`src/rtl/mux_sel_seq.sv`:
```
// mux_sel_seq -- parallel-in / serial-out sequencer for a downstream mux_nx1.
//
// A start in IDLE latches seq_load_data into seq_word (mux data inputs) and
// steps seq_sel (mux select) across every input, holding each value for
// TICK_DIV clocks. seq_bit_strobe marks the last clock of each bit period,
// when the mux output has settled. seq_done pulses once after the last bit.
//
// Ports:
//   clk            in   rising-edge system clock
//   rst            in   synchronous active-high reset
//   seq_start      in   load-and-scan request, honoured only in IDLE
//   seq_load_data  in   SIZE-bit word captured on an accepted start
//   seq_word       out  registered word, drives mux_nx1_in
//   seq_sel        out  registered select, drives mux_nx1_sel
//   seq_busy       out  high while scanning
//   seq_bit_strobe out  one-cycle pulse at the end of each bit period
//   seq_done       out  one-cycle pulse after the final bit period
module mux_sel_seq #(
  parameter int unsigned SIZE      = 8,
  parameter int unsigned TICK_DIV  = 4,
  parameter bit          MSB_FIRST = 1'b0
) (
  input  logic                    clk,
  input  logic                    rst,
  input  logic                    seq_start,
  input  logic [SIZE-1:0]         seq_load_data,
  output logic [SIZE-1:0]         seq_word,
  output logic [$clog2(SIZE)-1:0] seq_sel,
  output logic                    seq_busy,
  output logic                    seq_bit_strobe,
  output logic                    seq_done
);

  localparam int unsigned SEL_W = $clog2(SIZE);

  // Select end points depend on scan direction; the terminal value is the
  // last legal input, so sel never enters codes >= SIZE.
  localparam logic [SEL_W-1:0] SEL_TOP   = SEL_W'(SIZE - 32'd1);
  localparam logic [SEL_W-1:0] SEL_ZERO  = SEL_W'(32'd0);
  localparam logic [SEL_W-1:0] SEL_ONE   = SEL_W'(32'd1);
  localparam logic [SEL_W-1:0] SEL_FIRST = MSB_FIRST ? SEL_TOP : SEL_ZERO;
  localparam logic [SEL_W-1:0] SEL_LAST  = MSB_FIRST ? SEL_ZERO : SEL_TOP;

  // TICK_DIV tops out at 255, so an 8-bit divider covers every legal value
  // (including TICK_DIV=1, where the divider stays at 0).
  localparam logic [7:0] DIV_LAST = 8'(TICK_DIV - 32'd1);

  typedef enum logic [1:0] {
    ST_IDLE = 2'd0,
    ST_RUN  = 2'd1,
    ST_DONE = 2'd2
  } state_e;

  state_e            state_q, state_d;
  logic [SIZE-1:0]   word_q,  word_d;
  logic [SEL_W-1:0]  sel_q,   sel_d;
  logic [7:0]        div_q,   div_d;

  // State and datapath registers with synchronous reset.
  always_ff @(posedge clk) begin
    if (rst) begin
      state_q <= ST_IDLE;
      word_q  <= '0;
      sel_q   <= '0;
      div_q   <= 8'd0;
    end else begin
      state_q <= state_d;
      word_q  <= word_d;
      sel_q   <= sel_d;
      div_q   <= div_d;
    end
  end

  // Next-state and datapath update.
  always_comb begin
    state_d = state_q;
    word_d  = word_q;
    sel_d   = sel_q;
    div_d   = div_q;
    case (state_q)
      ST_IDLE: begin
        if (seq_start) begin
          word_d  = seq_load_data;
          sel_d   = SEL_FIRST;
          div_d   = 8'd0;
          state_d = ST_RUN;
        end else begin
          state_d = ST_IDLE;
        end
      end
      ST_RUN: begin
        if (div_q == DIV_LAST) begin
          div_d = 8'd0;
          if (sel_q == SEL_LAST) begin
            // Leave sel on the terminal input rather than stepping past it.
            state_d = ST_DONE;
          end else if (MSB_FIRST) begin
            sel_d = sel_q - SEL_ONE;
          end else begin
            sel_d = sel_q + SEL_ONE;
          end
        end else begin
          div_d = div_q + 8'd1;
        end
      end
      ST_DONE: begin
        // Starts seen here are dropped; the next one is taken in IDLE.
        state_d = ST_IDLE;
      end
      default: begin
        state_d = ST_IDLE;
      end
    endcase
  end

  // Output decode from the registered state and divider.
  always_comb begin
    seq_busy       = 1'b0;
    seq_bit_strobe = 1'b0;
    seq_done       = 1'b0;
    case (state_q)
      ST_RUN: begin
        seq_busy       = 1'b1;
        seq_bit_strobe = (div_q == DIV_LAST);
      end
      ST_DONE: begin
        seq_done = 1'b1;
      end
      default: begin
        seq_busy = 1'b0;
      end
    endcase
  end

  assign seq_word = word_q;
  assign seq_sel  = sel_q;

endmodule
```
`config.mk`:
```
export PLATFORM = sky130hd
export DESIGN_NAME = mux_sel_seq
export DESIGN_NICKNAME = d
export VERILOG_FILES = /design/src/rtl/mux_sel_seq.sv
export SDC_FILE = /design/constraint.sdc
export NUM_CORES = 1
export LEC_CHECK = 0
export ABC_AREA = 1
export CORE_MARGIN = 8
export CORE_UTILIZATION = 43
export DETAILED_ROUTE_END_ITERATION = 8
export GPL_ROUTABILITY_DRIVEN = 0
export GPL_TIMING_DRIVEN = 0
export PLACE_DENSITY_LB_ADDON = 0.1
export SLEW_MARGIN = 20
export SYNTH_ARGS = -nofsm -noshare
export SYNTH_HDL_FRONTEND = slang
export SYNTH_SLANG_ARGS = --single-unit
```
`constraint.sdc`:
```
create_clock -name clk -period 1.3 [get_ports clk]
set_input_delay 0.39 -clock clk [delete_from_list [all_inputs] [get_ports clk]]
set_output_delay 0.39 -clock clk [all_outputs]
set_load 0.01 [all_outputs]
```
==> impl_metrics.env <==
export IMPL_status="finished, violations left"
export IMPL_violations="setup timing"
export IMPL_dp_hpwl_mm=1.76
export IMPL_cp_end_kind="output pin"
export IMPL_power_leakage_nw=0.656
export IMPL_start_kind="register"
export IMPL_post_route_drc_count=0
export IMPL_numCtsBuffers=3
export IMPL_crit_arrival_ps=1230
export IMPL_p_comb_frac=0.201
export IMPL_grt_max_degree=14
export IMPL_drive_above_1_share=0.443
export IMPL_peakVddDrop_v=0.000589
export IMPL_port_buffers=23
export IMPL_final_antenna_net_count=0
export IMPL_grtUsageTotal=0.125
export IMPL_viasPerCell=5.13
export IMPL_nets=200
export IMPL_fp_dieW_um=64.9
export IMPL_avgRoutedWirePerCell_um=13.0
export IMPL_netlist_area_mm2=0.00103
export IMPL_crit_slowest_cell="dfxtp_2"
export IMPL_met1Wirelength_mm=1.20
export IMPL_route_met3_wl_um=222
export IMPL_worst_clock_skew_ps=5.37
export IMPL_worstSetupPathType="reg2out"
export IMPL_p_clk_frac=0.269
export IMPL_syn2layout_area_growth_pct=44.2
export IMPL_initial_core_util=0.461
export IMPL_synthSimpleGateAreaFrac=0.344
export IMPL_nFillCells=202
export IMPL_power_w=0.00129
export IMPL_ys_top_cells_by_area="dfxtp_1 (41%), nand2_1 (9.8%), nor2_1 (9.1%)"
export IMPL_antenna_found_initial=0
export IMPL_yosys_area_top_type="dfxtp_1"
export IMPL_grt_pass1_wl_mm=4.28
export IMPL_synthAdderAreaFrac=0.0365
export IMPL_power_density_mw_per_mm2=869
export IMPL_rsz0062_at_grt="true"
export IMPL_dieArea_mm2=0.00422
export IMPL_yosys_area_top_type_share=0.408
export IMPL_fin_cells=213
export IMPL_p_int_w=0.000903
export IMPL_clock_tree_root_cell="clkbuf_4"
export IMPL_grt_ovfl_total=0
export IMPL_worst_pin_slew_ps=201
export IMPL_syn_num_nets=159
export IMPL_cts_clk_slew_worst_paths_ps=130
export IMPL_pwr_share_seq=0.531
export IMPL_first_iter_violations=69
export IMPL_ios=25
export IMPL_maxSlewHeadroom=0.865
export IMPL_synth_distinct_cells=22
export IMPL_cts_sinks=21
export IMPL_ys_async_sr_fraction=0
export IMPL_synthCells=145
export IMPL_synth_most_common_cell="nand2_1"
export IMPL_wl_mm=2.77
export IMPL_r2r_setup_slack_ps=10
export IMPL_yosysSeqAreaShare=0.408
export IMPL_cp_max_fo=2
export IMPL_hold_viol_final=0
export IMPL_setup_viol=3
export IMPL_synth_warning_count=0
export IMPL_route_met2_wl_mm=1.31
export IMPL_post_synth_xor_area_fraction=0.00851
export IMPL_synth_area_per_cell_um2=7.10
export IMPL_fin_crit_sh=1.25
export IMPL_max_freq_ghz=0.616
export IMPL_yosys_most_used_dff="dfxtp_1"
export IMPL_drt_pass1_iter_count=4
export IMPL_coreArea_mm2=0.00223
export IMPL_rows=17
export IMPL_slowest_delay_ps=380
export IMPL_dp_cells=196
export IMPL_synth_mux_area_frac=0
export IMPL_path_cells="ha_4 > nand2_4 > nor2_4 > nand2_2 > inv_2 > buf_6"
export IMPL_slew_violations=0
export IMPL_min_period_ps=1620
export IMPL_highest_layer="met4"
export IMPL_synth_top_family_by_area="simple AND/OR/NAND/NOR gates"
export IMPL_fin_tns_setup_ps=-531
export IMPL_synth_common_cells="nand2_1 (27), nor2_1 (25), dfxtp_1 (21), inv_1 (14), nand3_1 (11)"
export IMPL_max_clock_path_buffers=2
export IMPL_switchingPower_w=0.000387
export IMPL_hold_path_class="in2reg"
export IMPL_grt_pass1_vias=973
export IMPL_htree_levels=1
export IMPL_synth_edf_count=0
export IMPL_clkLatencyLatePin_ps=320
export IMPL_tritoncts="built"
export IMPL_hold_buffers=0
export IMPL_diodes=0
export IMPL_p_sw_frac=0.300
export IMPL_synth_compound_area_share=0.112
export IMPL_finalWorstSetupSlack_ps=-323
export IMPL_fp_dieH_um=64.9
export IMPL_cap_viol_max_count=0
export IMPL_synth_seq_cells=21
export IMPL_vias=1093
export IMPL_critPathRequiredTime_ps=910
==> worst paths after layout <==
| kind | startpoint | end | cells after the start |
|---|---|---|---|
| setup reg to reg | div_q[1] | seq_sel[2] | 9 |
| hold / removal | rst | seq_sel[1] | 2 |
| hold reg to reg | seq_word[6] | seq_word[6] | 2 |
| setup / recovery | div_q[1] | seq_bit_strobe | 6 |
==> layout make-up <==
class	count	area, µm²	share of cell area
flip-flops and latches	21	458	0.308
inverters	18	70.1	0.0472
clock buffers	3	22.5	0.0152
clock inverters	1	7.51	0.00505
repair buffers	36	283	0.190
plain buffers	4	28.8	0.0194
well taps	28	35.0	0.0236
multi-input cells	102	581	0.391
==> sequential cells by signal, indices dropped and copies added (netlist names) <==
name	count
div_q	8
seq_sel	3
seq_word	8
state_q	2
==> power groups by stage <==
stage	clock, W	combinational [W]	sequential (W)
floorplan	0	0.000120	0.000716
detailed placement	0	0.000233	0.000706
CTS	0.000347	0.000253	0.000682
global route	0.000371	0.000284	0.000689
finish	0.000347	0.000259	0.000685
global placement	0	0.000230	0.000705
==> kinds of logic (layout without fill, tap and decap cells) <==
family                     Yosys count  in the layout
xor gates and xnor gates             1              1
DFF                                 21             21
adders and majority gates            3              3
AOI/OAI and AO/OA                   21             21
and+or+nand+nor                     77             77
buffers and inverters               22             62
==> per-stage QoR <==
stage | hold WS [ps] | instance area (µm²) | setup WS, ps | util
after floorplan | 470 | 1040 | 20.1 | -
final | 347 | 1490 | -323 | 0.665
after global placement | 462 | 1310 | -552 | 0.585
after CTS | 351 | 1490 | -307 | 0.668
after detailed placement | 474 | 1310 | -570 | 0.585
after global routing | 353 | 1490 | -358 | 0.665
==> critical path: cells and delay by family, from the launching register on <==
family	cells	cell delay [ps]
adders and majority gates	1	150
and+or+nand+nor	3	240
DFF	1	380
buffers and inverters	2	150
==> timing repair <==
item	CTS	global route
hold endpoints to repair	0	0
resized for setup	73	27
pin swaps	6	5
setup buffers	15	3
setup endpoints to repair	15	20
cloned	0	0
==> layout by cell type (no fill, tap or decap), drive strengths merged <==
master / instances
nor2: 29
clkdlybuf4s15: 2
inv: 18
clkdlybuf4s50: 9
a21oi: 10
ha: 3
clkbuf: 4
nand3: 12
clkinvlp: 1
dfxtp: 21
nand4: 3
nand2: 31
buf: 28
xor2: 1
o21ai: 10
nor3: 2
o21bai: 1
==> routing by layer <==
metal  track usage  up-vias
met5             0        -
met4        0.0627        0
met3        0.0378        5
met2         0.215       38
met1         0.137      507
li1              -      543
Power figures use the tool's default switching activity.
